===== src/rtl/ustc_psum_ctrl.sv =====
`default_nettype none
// ============================================================================
// Module   : ustc_psum_ctrl
// Brief    : Sequencer for the M x N partial-sum cache. It accepts tile beats,
//            steps the column index, fires the drain and counts drain beats.
// Revision : 1.0 - initial release
// ============================================================================
module ustc_psum_ctrl #(
    parameter int M      = 16,
    parameter int N      = 16,
    parameter int DW_COL = 4,
    parameter int DW_KT  = 8
) (
    input  logic              clk,
    input  logic              rst,
    input  logic              start,
    input  logic              abort,
    input  logic [DW_KT-1:0]  cfg_k_tiles,
    input  logic              tile_valid,
    output logic              tile_ready,
    output logic              psum_clr,
    output logic              psum_in_en,
    output logic [DW_COL-1:0] col,
    output logic              out_en,
    input  logic              out_valid,
    output logic [7:0]        drain_row,
    output logic              busy,
    output logic              done
);

    typedef enum logic [2:0] {
        S_IDLE   = 3'd0,
        S_CLEAR  = 3'd1,
        S_ACCUM  = 3'd2,
        S_SETTLE = 3'd3,
        S_FIRE   = 3'd4,
        S_DRAIN  = 3'd5,
        S_FINISH = 3'd6
    } state_t;

    localparam logic [DW_COL-1:0] C_COL_LAST = DW_COL'(N - 1);
    localparam logic [7:0]        C_ROWS     = 8'(M);

    state_t             r_state;
    state_t             w_next;
    logic [DW_KT-1:0]   r_kt;
    logic [DW_KT-1:0]   r_tile_cnt;
    logic [DW_COL-1:0]  r_col;
    logic [7:0]         r_drain_row;

    logic               w_xfer;
    logic               w_col_end;
    logic               w_last_beat;
    logic               w_drain_last;

    // All strobes decode from the state register so reset clears them at once.
    assign tile_ready = (r_state == S_ACCUM);
    assign psum_clr   = (r_state == S_CLEAR);
    assign out_en     = (r_state == S_FIRE);
    assign busy       = (r_state != S_IDLE);
    assign done       = (r_state == S_FINISH) && !out_valid && !abort;
    assign psum_in_en = w_xfer;
    assign col        = r_col;
    assign drain_row  = r_drain_row;

    assign w_xfer       = tile_valid & tile_ready;
    assign w_col_end    = w_xfer && (r_tile_cnt == (r_kt - DW_KT'(1)));
    assign w_last_beat  = w_col_end && (r_col == C_COL_LAST);
    assign w_drain_last = (r_state == S_DRAIN) && out_valid &&
                          (r_drain_row == (C_ROWS - 8'd1));

    always_comb begin
        w_next = r_state;
        case (r_state)
            S_IDLE:   if (start) w_next = S_CLEAR;
            S_CLEAR:  w_next = S_ACCUM;
            S_ACCUM:  if (w_last_beat) w_next = S_SETTLE;
            S_SETTLE: w_next = S_FIRE;
            S_FIRE:   w_next = S_DRAIN;
            S_DRAIN:  if (w_drain_last) w_next = S_FINISH;
            S_FINISH: if (!out_valid) w_next = S_IDLE;
            default:  w_next = S_IDLE;
        endcase
        if (abort && (r_state != S_IDLE)) begin
            w_next = S_IDLE;
        end
    end

    always_ff @(posedge clk or negedge rst) begin
        if (!rst) begin
            r_state <= S_IDLE;
        end else begin
            r_state <= w_next;
        end
    end

    always_ff @(posedge clk or negedge rst) begin
        if (!rst) begin
            r_kt        <= DW_KT'(1);
            r_tile_cnt  <= '0;
            r_col       <= '0;
            r_drain_row <= '0;
        end else begin
            if ((r_state == S_IDLE) && start) begin
                r_kt <= (cfg_k_tiles == '0) ? DW_KT'(1) : cfg_k_tiles;
            end
            if (r_state == S_CLEAR) begin
                r_tile_cnt  <= '0;
                r_col       <= '0;
                r_drain_row <= '0;
            end
            // The final column holds at N-1 rather than wrapping.
            if (w_xfer) begin
                if (w_col_end) begin
                    r_tile_cnt <= '0;
                    if (r_col != C_COL_LAST) begin
                        r_col <= r_col + DW_COL'(1);
                    end
                end else begin
                    r_tile_cnt <= r_tile_cnt + DW_KT'(1);
                end
            end
            if ((r_state == S_DRAIN) && out_valid && (r_drain_row != C_ROWS)) begin
                r_drain_row <= r_drain_row + 8'd1;
            end
        end
    end

endmodule
`default_nettype wire


===== config.mk =====
export PLATFORM = sky130hd
export DESIGN_NAME = ustc_psum_ctrl
export DESIGN_NICKNAME = d
export VERILOG_FILES = /design/src/rtl/ustc_psum_ctrl.sv
export SDC_FILE = /design/constraint.sdc
export NUM_CORES = 1
export LEC_CHECK = 0
export ABC_AREA = 1
export BUFFER_PORTS_ARGS = -buffer_cell sky130_fd_sc_hd__buf_2
export CAP_MARGIN = 20
export CELL_PAD_IN_SITES_DETAIL_PLACEMENT = 0
export CELL_PAD_IN_SITES_GLOBAL_PLACEMENT = 1
export CORE_AREA = 2 2 73 75
export DETAILED_ROUTE_END_ITERATION = 10
export DIE_AREA = 0 0 75 77
export GPL_TIMING_DRIVEN = 0
export PLACE_DENSITY_LB_ADDON = 0.25
export SYNTH_ARGS = -nofsm -noshare
export SYNTH_HDL_FRONTEND = slang
export SYNTH_SLANG_ARGS = --single-unit

===== constraint.sdc =====
create_clock -name clk -period 2.4 [get_ports clk]
set_clock_uncertainty 0.2 [all_clocks]
set_input_delay 0.48 -clock clk [delete_from_list [all_inputs] [get_ports clk]]
set_output_delay 0.48 -clock clk [all_outputs]
set_load 0.01 [all_outputs]

==> impl_metrics.tcl, run 1 <==
set metrics [dict create \
    p_per_area_mw_per_mm2 902 \
    sw_frac_of_total 0.423 \
    syn_area_mm2 0.00191 \
    cts.clk_slew.worst_paths_ps 70 \
    rrSetupSlack_ps 190 \
    crit_start "r_kt[0]$_DFFE_PN1P_" \
    row_count 26 \
    critPathTopFamily "simple AND/OR/NAND/NOR gates" \
    clock-root-buffer "clkbuf_8" \
    routed_wl_um 4330 \
    diodes 0 \
    multi_input_comb_area_um2 962 \
    status "finished, final reports clean" \
    numCtsBuffers 5 \
    max_stage_delay_ps 540 \
    worstPathBufferInverterCount 1 \
    io_pins 32 \
    max_freq_ghz 0.452 \
    drtAntennaViolNets 0 \
    fin_crit_ps 2210 \
    power.internal_mw 1.17 \
    p_sw_mw 0.860 \
    final_core_util 0.453 \
    globalRoute.totalOverflow 0 \
    nets 317 \
    cts.sinks 31 \
    cp_max_fo 5 \
    ys_ff_latch 31 \
    avgSynthCellArea_um2 7.36 \
    worstSkewPairLatency_ps 270 \
    syn-num-nets 278 \
    fill_cells 530 \
    h-tree-depth 2 \
    avgViaCountPerCell 4.64 \
    crit_type "reg -> reg" \
    start_util 0.383 \
    firstDrtPassIters 4 \
    total_power_mw 2.03 \
    postPlaceCellArea_mm2 0.00215 \
    rsz0062_at_grt "false" \
    grt_start_max_net_pins 32 \
    grt_first_pass_wirelength_um 7430 \
    drt-initial-drc-count 47 \
    slew_violations 0 \
    core_area_mm2 0.00498 \
    final_area_mm2 0.00225 \
    path_cells "inv_2 -> ha_2 -> xnor2_1 -> nor2_1 -> nand2_1 -> nor2_1 -> nand2_1 -> nor2_2 -> nand2_2 -> nor2_4 -> nand2_4 -> nand3_1 -> o21ai_1" \
    cp.depth 13 \
    ys_warn_count 0 \
    p_seq_frac 0.365 \
    place_hpwl_um 3290 \
    rr_worst_depth 13 \
    tightest_slew_ps 720 \
    critPathArrivalTime_ps 2180 \
    die_y_um 77 \
    clockBufferDepth 2 \
    tns_ps 0 \
    finalHoldViolCount 0 \
    yosysSeqAreaShare 0.408 \
    place.gp.congestion 0.796 \
    drive_gt1_frac 0.184 \
    die_x_um 75 \
    drv_cap 0 \
    vias 1714 \
    dr_wl_met3_um 107 \
    rr_endpoint "col[0]$_DFF_PN0_" \
    netlist_instances 259 \
    vdd.ir_drop.worst_uv 431 \
    power_frac_comb 0.425 \
    routedLengthMet1_um 2110 \
    slew-limit-headroom 0.520 \
    cts_hold_buf 0 \
    cts_tree "done" \
    finalCritPeriodShare 0.923 \
    drcViolationCount 0 \
    die_area_mm2 0.00578 \
    syn_to_final_growth_pct 18.3 \
    start_kind "flop" \
    regArea_um2 777 \
    detail_route.wl_per_cell_um 11.7 \
    r2r-start "r_kt[0]$_DFFE_PN1P_" \
    hp-class "in -> async" \
    p_leak_nw 1.13 \
    crit_end "col[0]$_DFF_PN0_" \
    setup_violations 0 \
    yosysUniqueCellTypes 29 \
    p_clk_frac 0.210 \
    first_global_vias 1658 \
    required_ps 2360 \
    grt_usage 0.166 \
    wl_met2_um 2090 \
    highest_layer "met4" \
    cp-end-kind "flop" \
    numPortBuffers 31 \
    antenna_found_initial 0 \
    crit_path_top_delay_cell "dfstp_2" \
]
==> metrics by stage <==
stage | instances | setup WS [ps] | hold WS (ps)
global placement | 360 | 122 | 312
finish | 369 | 185 | 60.3
CTS | 368 | 101 | 87.4
detailed placement | 360 | 108 | 316
floorplan | 259 | 313 | -15.6
global route | 369 | 3.98 | 99.4
==> layout by cell type (no fill, tap or decap), drive strengths merged <==
| cell type | Yosys | routed |
|---|---|---|
| nor2 | 31 | 31 |
| o21a | 2 | 2 |
| mux2i | 1 | 1 |
| dfrtp | 30 | 30 |
| buf | 1 | 33 |
| mux2 | 1 | 1 |
| xnor2 | 4 | 4 |
| ha | 5 | 5 |
| xor2 | 8 | 8 |
| dfstp | 1 | 1 |
| nand4 | 5 | 5 |
| inv | 43 | 43 |
| clkbuf | 1 | 8 |
| o22ai | 7 | 7 |
| clkinv | 1 | 2 |
| a21oi | 6 | 6 |
| nor4 | 3 | 3 |
| o31ai | 1 | 1 |
| nor3 | 7 | 7 |
| o21ai | 19 | 19 |
| o32ai | 1 | 1 |
| nand3 | 24 | 24 |
| nand2 | 56 | 56 |
| a41oi | 1 | 1 |
==> worst reg2reg max path: cells and delay by family (launching register included) <==
kind	cells	cell delay [ps]
simple gates	9	870
flops	1	540
fa+ha+maj	1	270
xor+xnor	1	120
compound gates	1	60
buf+inv	1	50
==> state kept, by name, indices dropped and copies added (netlist names) <==
signal,flops
r_state,3
drain_row,8
r_kt,8
r_tile_cnt,8
col,4
==> final cells by class <==
cell class                      count  share of cell area
Inverter                           44              0.0733
Clock inverter                      1             0.00222
Sequential cell                    31               0.345
Tap cell                           70              0.0388
Timing Repair Buffer               32              0.0721
Multi-Input combinational cell    182               0.427
Buffer                              2             0.00388
Clock buffer                        7              0.0383
==> layer usage <==
layer / up-vias / global-route usage
met3: 2 / 0.0499
li1: 919 / -
met5: - / 0
met2: 21 / 0.261
met1: 772 / 0.223
met4: 0 / 0.0375
==> power by group through the flow <==
stage          logic, mW  clock network [mW]  registers [mW]
6_report           0.866               0.427           0.742
5_1_grt             1.01               0.470           0.762
4_1_cts            0.864               0.441           0.750
3_5_place_dp       0.860                   0           0.759
3_3_place_gp       0.859                   0           0.760
2_1_floorplan      0.647                   0           0.727
==> synth_stat cells <==
library cell / instances / area share
inv_1: 39 / 0.077
mux2_2: 1 / 0.0059
nand2_2: 4 / 0.013
o22ai_1: 7 / 0.023
nor4_1: 3 / 0.0099
ha_1: 5 / 0.033
clkbuf_1: 1 / 0.0020
nor2_2: 3 / 0.0099
o31ai_1: 1 / 0.0039
xor2_1: 8 / 0.037
dfrtp_1: 30 / 0.39
xnor2_1: 4 / 0.018
o21a_1: 2 / 0.0079
mux2i_1: 1 / 0.0053
a21oi_1: 6 / 0.016
clkinv_1: 1 / 0.0020
nand2_1: 52 / 0.10
a41oi_1: 1 / 0.0046
dfstp_2: 1 / 0.014
o21ai_1: 4 / 0.011
nand3_1: 24 / 0.063
o21ai_0: 15 / 0.039
nor3_1: 7 / 0.018
buf_2: 1 / 0.0026
nand4_1: 5 / 0.016
nor2_4: 1 / 0.0059
nor2_1: 27 / 0.053
inv_2: 4 / 0.0079
o32ai_1: 1 / 0.0046
==> what timing repair did <==
item | 4_1_cts | 5_1_grt
resized for setup | 0 | 3
endpoints found under the setup margin | 0 | 9
setup buffers | 0 | 1
==> kinds of logic after synthesis <==
kind of cell | share of synthesized area
buffers and inverters | 0.0913
adders and majority gates | 0.0328
AOI/OAI and AO/OA | 0.110
and+or+nand+nor | 0.292
xor gates and xnor gates | 0.0552
DFF | 0.408
muxes | 0.0112
==> worst min-delay path by stage <==
stage / to / cells past startpoint / from / slack [ps]
2_1_floorplan: col[0]$_DFF_PN0_ / 0 / rst / -20
3_3_place_gp: r_kt[1]$_DFFE_PN0P_ / 2 / r_kt[1]$_DFFE_PN0P_ / 310
3_5_place_dp: r_kt[1]$_DFFE_PN0P_ / 2 / r_kt[1]$_DFFE_PN0P_ / 320
4_1_cts: drain_row[2]$_DFFE_PN0P_ / 1 / rst / 90
5_1_grt: drain_row[6]$_DFFE_PN0P_ / 1 / rst / 100
6_report: drain_row[6]$_DFFE_PN0P_ / 1 / rst / 60
(Power assumes the default switching activity.)
==> inputs of run 2 (changes only) <==
BUFFER_PORTS_ARGS = unset   (was -buffer_cell sky130_fd_sc_hd__buf_2)
CORE_AREA = 2 2 69 71   (was 2 2 73 75)
DIE_AREA = 0 0 71 73   (was 0 0 75 77)
DONT_BUFFER_PORTS = 1   (was unset)
==> run 2 against run 1 <==
Net effect:
- combinational power fell by 4.2%
- largest cell class unchanged
- setup slack got worse by 23 ps
- critical endpoint unchanged
- via count fell by 4.8%
- first-iteration DRC count increased by 13%
- register-to-register slack got worse by 20 ps
- cell area decreased by 6.4%
- sequential share of layout area grew 2.4 points
- global-route usage increased by 1.0 points
- clock power fell by 2%
- power decreased by 1.9%
==> impl_metrics.tcl, run 2 (synthesis results as in run 1) <==
set metrics [dict create \
    status "finished, final reports clean" \
    slew-limit-headroom 0.735 \
    hp-class "in -> reg" \
    die_y_um 73 \
    clock-root-buffer "clkbuf_8" \
    row_count 25 \
    globalRouteMet3Util 0.0470 \
    met1_usage 0.223 \
    place.gp.congestion 0.738 \
    numPortBuffers 0 \
    rrSetupSlack_ps 160 \
    critPathArrivalTime_ps 2200 \
    slew_violations 0 \
    grt_start_max_net_pins 32 \
    cp_max_fo 5 \
    drcViolationCount 0 \
    globalRoute.totalOverflow 0 \
    h-tree-depth 2 \
    die_area_mm2 0.00518 \
    die_x_um 71 \
    firstDrtPassIters 4 \
    fill_cells 460 \
    drive_gt1_frac 0.0926 \
    crit_type "reg -> reg" \
    rr_worst_depth 13 \
    cp-end-kind "flop" \
    clockBufferDepth 2 \
    diodes 0 \
    finalHoldViolCount 0 \
    syn_to_final_growth_pct 10.7 \
    avgViaCountPerCell 5.03 \
    cts.clk_slew.worst_paths_ps 70 \
    antenna_found_initial 0 \
    vdd.ir_drop.worst_uv 397 \
    worstSkewPairLatency_ps 280 \
    final_area_mm2 0.00211 \
    setup_violations 0 \
    postPlaceCellArea_mm2 0.00197 \
    tns_ps 0 \
    required_ps 2360 \
    grt_usage 0.176 \
    place_hpwl_um 3170 \
    dp_slack_ps 87.8 \
    finalCritPeriodShare 0.932 \
    grt.busiest_layer "met2" \
    detail_route.wl_per_cell_um 13.0 \
    dp.cells 313 \
    p_leak_nw 0.995 \
    fin_crit_ps 2240 \
    numCtsBuffers 5 \
    cts.sinks 31 \
    drv_cap 0 \
    grt_first_pass_wirelength_um 7230 \
    core_area_mm2 0.00454 \
    p_per_area_mw_per_mm2 946 \
    vias 1631 \
    final_core_util 0.465 \
    start_kind "flop" \
    max_freq_ghz 0.447 \
    tightest_slew_ps 395 \
    routed_wl_um 4210 \
    rsz0062_at_grt "false" \
    hold_depth 1 \
    finalNonFillerCells 324 \
    final_cell_mix "52 x nand2_1, 39 x inv_1, 30 x dfrtp_1" \
    io_pins 32 \
    globalRouteMet2Util 0.304 \
    final_common_cell "nand2_1" \
    first_global_vias 1623 \
    fin_ws_ps 162 \
    start_util 0.420 \
    drt-initial-drc-count 53 \
    cts_tree "done" \
    drtAntennaViolNets 0 \
    nets 288 \
]
## run 2: cell types whose count changed in the layout (fill, tap and decap cells not counted), sizes merged
cell | previous run | this run
dlygate4sd3 | 0 | 1
buf | 33 | 3
## run 2: report_power, final
| part | switching, mW | total [mW] | internal [mW] |
|---|---|---|---|
| Sequential | 0.116 | 0.746 | 0.629 |
| Combinational | 0.543 | 0.830 | 0.286 |
| Clock | 0.189 | 0.420 | 0.231 |
| Total | 0.849 | 2.00 | 1.15 |
## run 2: final cells by class
cell class                      instances  area [um2]  share of cell area
Buffer                                  2        8.76             0.00415
Clock buffer                            7        86.3              0.0409
Clock inverter                          1        5.00             0.00237
Inverter                               44         165              0.0783
Multi-Input combinational cell        182         962               0.456
Sequential cell                        31         777               0.368
Tap cell                               54        67.6              0.0320
Timing Repair Buffer                    3        37.5              0.0178
## run 2: through the flow
step	total power [mW]	hold slack [ps]
2_1_floorplan	1.37	-15.6
3_3_place_gp	1.56	-14.7
3_5_place_dp	1.56	-14.9
4_1_cts	2.00	150
5_1_grt	2.19	142
6_report	2.00	158
## run 2: path summary, 6_finish.rpt
| check | from | to |
|---|---|---|
| setup / recovery | r_kt[0]$_DFFE_PN1P_ | col[0]$_DFF_PN0_ |
| hold / removal | cfg_k_tiles[5] | r_kt[5]$_DFFE_PN0P_ |
| setup reg to reg | r_kt[0]$_DFFE_PN1P_ | col[0]$_DFF_PN0_ |
| hold reg to reg | r_kt[0]$_DFFE_PN1P_ | r_kt[0]$_DFFE_PN1P_ |
| max in group asynchronous | rst | r_kt[0]$_DFFE_PN1P_ |
| min in group asynchronous | rst | col[1]$_DFF_PN0_ |
## run 2: critical path: stages (launching register included)
cell	delay [ps]
dfstp_2	540
inv_2	50
ha_2	280
xnor2_1	120
nor2_1	100
nand2_1	50
nor2_1	80
nand2_1	80
nor2_2	120
nand2_2	100
nor2_4	180
nand2_4	80
nand3_1	70
o21ai_1	70
## run 2: timing repair
action	in CTS	in global routing
gates resized for setup	0	2
endpoints found under the setup margin	0	13
buffers inserted	0	1
hold buffers	2	0
endpoints found under the hold margin	31	0
## run 2: metal layers
metal	vias to the layer above	wire [um]
li1	863	-
met2	17	2080
met1	749	1980
met4	0	16
met3	2	130
met5	-	0
==> inputs of run 3 (changes only) <==
PLACE_DENSITY = 0.86   (was unset)
PLACE_DENSITY_LB_ADDON = unset   (was 0.25)
==> run 3 against run 2 <==
Net effect:
- register-to-register slack improved by 30 ps
- clock-buffer cell count decreased by 1
- clock power increased by 27%
- flip-flop and latch count unchanged
- sequential share of layout area decreased by 0.75 points
- power increased by 6.8%
- die area unchanged
- final cell count increased by 0.31%
- combinational power increased by 2.8%
- largest power group unchanged
- highest routed layer unchanged
==> impl_metrics.tcl, run 3 (synthesis results as in run 1) <==
set metrics [dict create \
    final_area_mm2 0.00215 \
    hp-start "cfg_k_tiles[5]" \
    p_per_area_mw_per_mm2 990 \
    antenna_found_initial 0 \
    cts_tree "done" \
    io_pins 32 \
    numCtsBuffers 5 \
    grt_first_pass_wirelength_um 7160 \
    power_frac_comb 0.400 \
    finalCritPeriodShare 0.922 \
    first_global_vias 1622 \
    hold_end "r_kt[5]$_DFFE_PN0P_" \
    sw_frac_of_total 0.407 \
    h-tree-depth 2 \
    p_clk_frac 0.250 \
    die_x_um 71 \
    globalRoute.totalOverflow 0 \
    regArea_um2 777 \
    drv_cap 0 \
    power.internal_mw 1.26 \
    fin_crit_ps 2210 \
    rr_endpoint "col[0]$_DFF_PN0_" \
    max_freq_ghz 0.452 \
    rr_worst_depth 13 \
    slew-limit-headroom 0.710 \
    start_util 0.420 \
    r2r-start "r_kt[0]$_DFFE_PN1P_" \
    tightest_slew_ps 434 \
    fin_ws_ps 187 \
    worstPathBufferInverterCount 1 \
    cts.clk_slew.worst_paths_ps 70 \
    place_hpwl_um 3160 \
    place.gp.congestion 0.836 \
    hold_depth 1 \
    grt_start_max_net_pins 32 \
    die_y_um 73 \
    drcViolationCount 0 \
    tns_ps 0 \
    p_sw_mw 0.866 \
    vias 1680 \
    drt-initial-drc-count 70 \
    detail_route.wl_per_cell_um 12.8 \
    die_area_mm2 0.00518 \
    p_seq_frac 0.350 \
    nets 289 \
    final_cell_mix "52 x nand2_1, 39 x inv_1, 30 x dfrtp_1" \
    rrSetupSlack_ps 190 \
    cts.sinks 31 \
    critPathTopFamily "simple AND/OR/NAND/NOR gates" \
    clockBufferDepth 2 \
    max_stage_delay_ps 530 \
    routed_wl_um 4160 \
    finalHoldViolCount 0 \
    postPlaceCellArea_mm2 0.00197 \
    slew_violations 0 \
    diodes 0 \
    crit_path_top_delay_cell "dfstp_2" \
    dp_slack_ps 102 \
    required_ps 2360 \
    row_count 25 \
    hp-class "in -> reg" \
    path_cells "inv_2 -> ha_4 -> xnor2_1 -> nor2_1 -> nand2_1 -> nor2_1 -> nand2_1 -> nor2_2 -> nand2_2 -> nor2_4 -> nand2_4 -> nand3_1 -> o21ai_1" \
    clock-root-buffer "clkbuf_8" \
    core_area_mm2 0.00454 \
    numPortBuffers 0 \
    multi_input_comb_area_um2 972 \
    firstDrtPassIters 6 \
    critPathArrivalTime_ps 2170 \
    worstSkewPairLatency_ps 280 \
    avgViaCountPerCell 5.17 \
    drive_gt1_frac 0.0996 \
    cp_max_fo 5 \
    total_power_mw 2.13 \
    status "finished, final reports clean" \
    setup_violations 0 \
    crit_type "reg -> reg" \
    p_leak_nw 1.01 \
    final_common_cell "nand2_1" \
    vdd.ir_drop.worst_uv 516 \
    drtAntennaViolNets 0 \
    grt_usage 0.175 \
    syn_to_final_growth_pct 13.0 \
    start_kind "flop" \
    cp-end-kind "flop" \
    fill_cells 446 \
]
-- run 3: changes by cell type in the layout (fill, tap and decap cells not counted), sizes merged --
cell,previous run,this run
buf,3,4
bufinv,0,1
clkbuf,8,7
-- run 3: worst max-delay path by stage --
| stage | endpoint | cells past startpoint | start |
|---|---|---|---|
| 6_report | col[0]$_DFF_PN0_ | 13 | r_kt[0]$_DFFE_PN1P_ |
| 5_1_grt | col[0]$_DFF_PN0_ | 13 | r_kt[0]$_DFFE_PN1P_ |
| 4_1_cts | r_state[1]$_DFFE_PN0P_ | 13 | r_kt[0]$_DFFE_PN1P_ |
| 3_5_place_dp | col[0]$_DFF_PN0_ | 13 | r_kt[0]$_DFFE_PN1P_ |
| 3_3_place_gp | r_state[1]$_DFFE_PN0P_ | 13 | r_kt[0]$_DFFE_PN1P_ |
| 2_1_floorplan | col[0]$_DFF_PN0_ | 13 | r_kt[0]$_DFFE_PN1P_ |
-- run 3: routing by layer --
metal	global-route usage	vias up	routed length, um
li1	-	867	-
met3	0.0456	2	154
met1	0.215	781	1920
met2	0.295	30	2060
met4	0.0671	0	25
met5	0	-	0
-- run 3: layout make-up --
type                       count  share of cell area
buffer                         2             0.00407
clock inverter                 2              0.0163
tap                           54              0.0314
inverter                      44              0.0767
sequential                    31               0.361
multi-input combinational    182               0.451
timing repair buffer           4              0.0209
clock buffer                   6              0.0383
-- run 3: repair_timing --
action                                 in CTS  in global routing
gates resized for setup                     0                  3
setup endpoints to repair                   0                 13
hold buffers                                2                  0
setup buffers                               0                  2
endpoints found under the hold margin      31                  0
-- run 3: power by group through the flow --
stage / Combinational [mW] / Clock (mW) / Sequential, mW
final: 0.853 / 0.532 / 0.746
after global routing: 0.993 / 0.571 / 0.763
after CTS: 0.814 / 0.550 / 0.755
after detailed placement: 0.792 / 0 / 0.765
after global placement: 0.786 / 0 / 0.763
after floorplan: 0.647 / 0 / 0.727
-- run 3: per-stage QoR --
| stage | std cells | hold WS (ps) | utilization |
|---|---|---|---|
| after global placement | 313 | -14.7 | 0.435 |
| final | 325 | 151 | 0.475 |
| after floorplan | 259 | -15.6 | - |
| after global routing | 325 | 132 | 0.475 |
| after detailed placement | 313 | -14.9 | 0.435 |
| after CTS | 323 | 137 | 0.468 |
-- run 3: worst reg2reg max path: stages (launching register included) --
cell and delay, ps:
dfstp_2 530, inv_2 60, ha_4 240, xnor2_1 120, nor2_1 100, nand2_1 50
nor2_1 90, nand2_1 80, nor2_2 150, nand2_2 110, nor2_4 170, nand2_4 80
nand3_1 70, o21ai_1 70
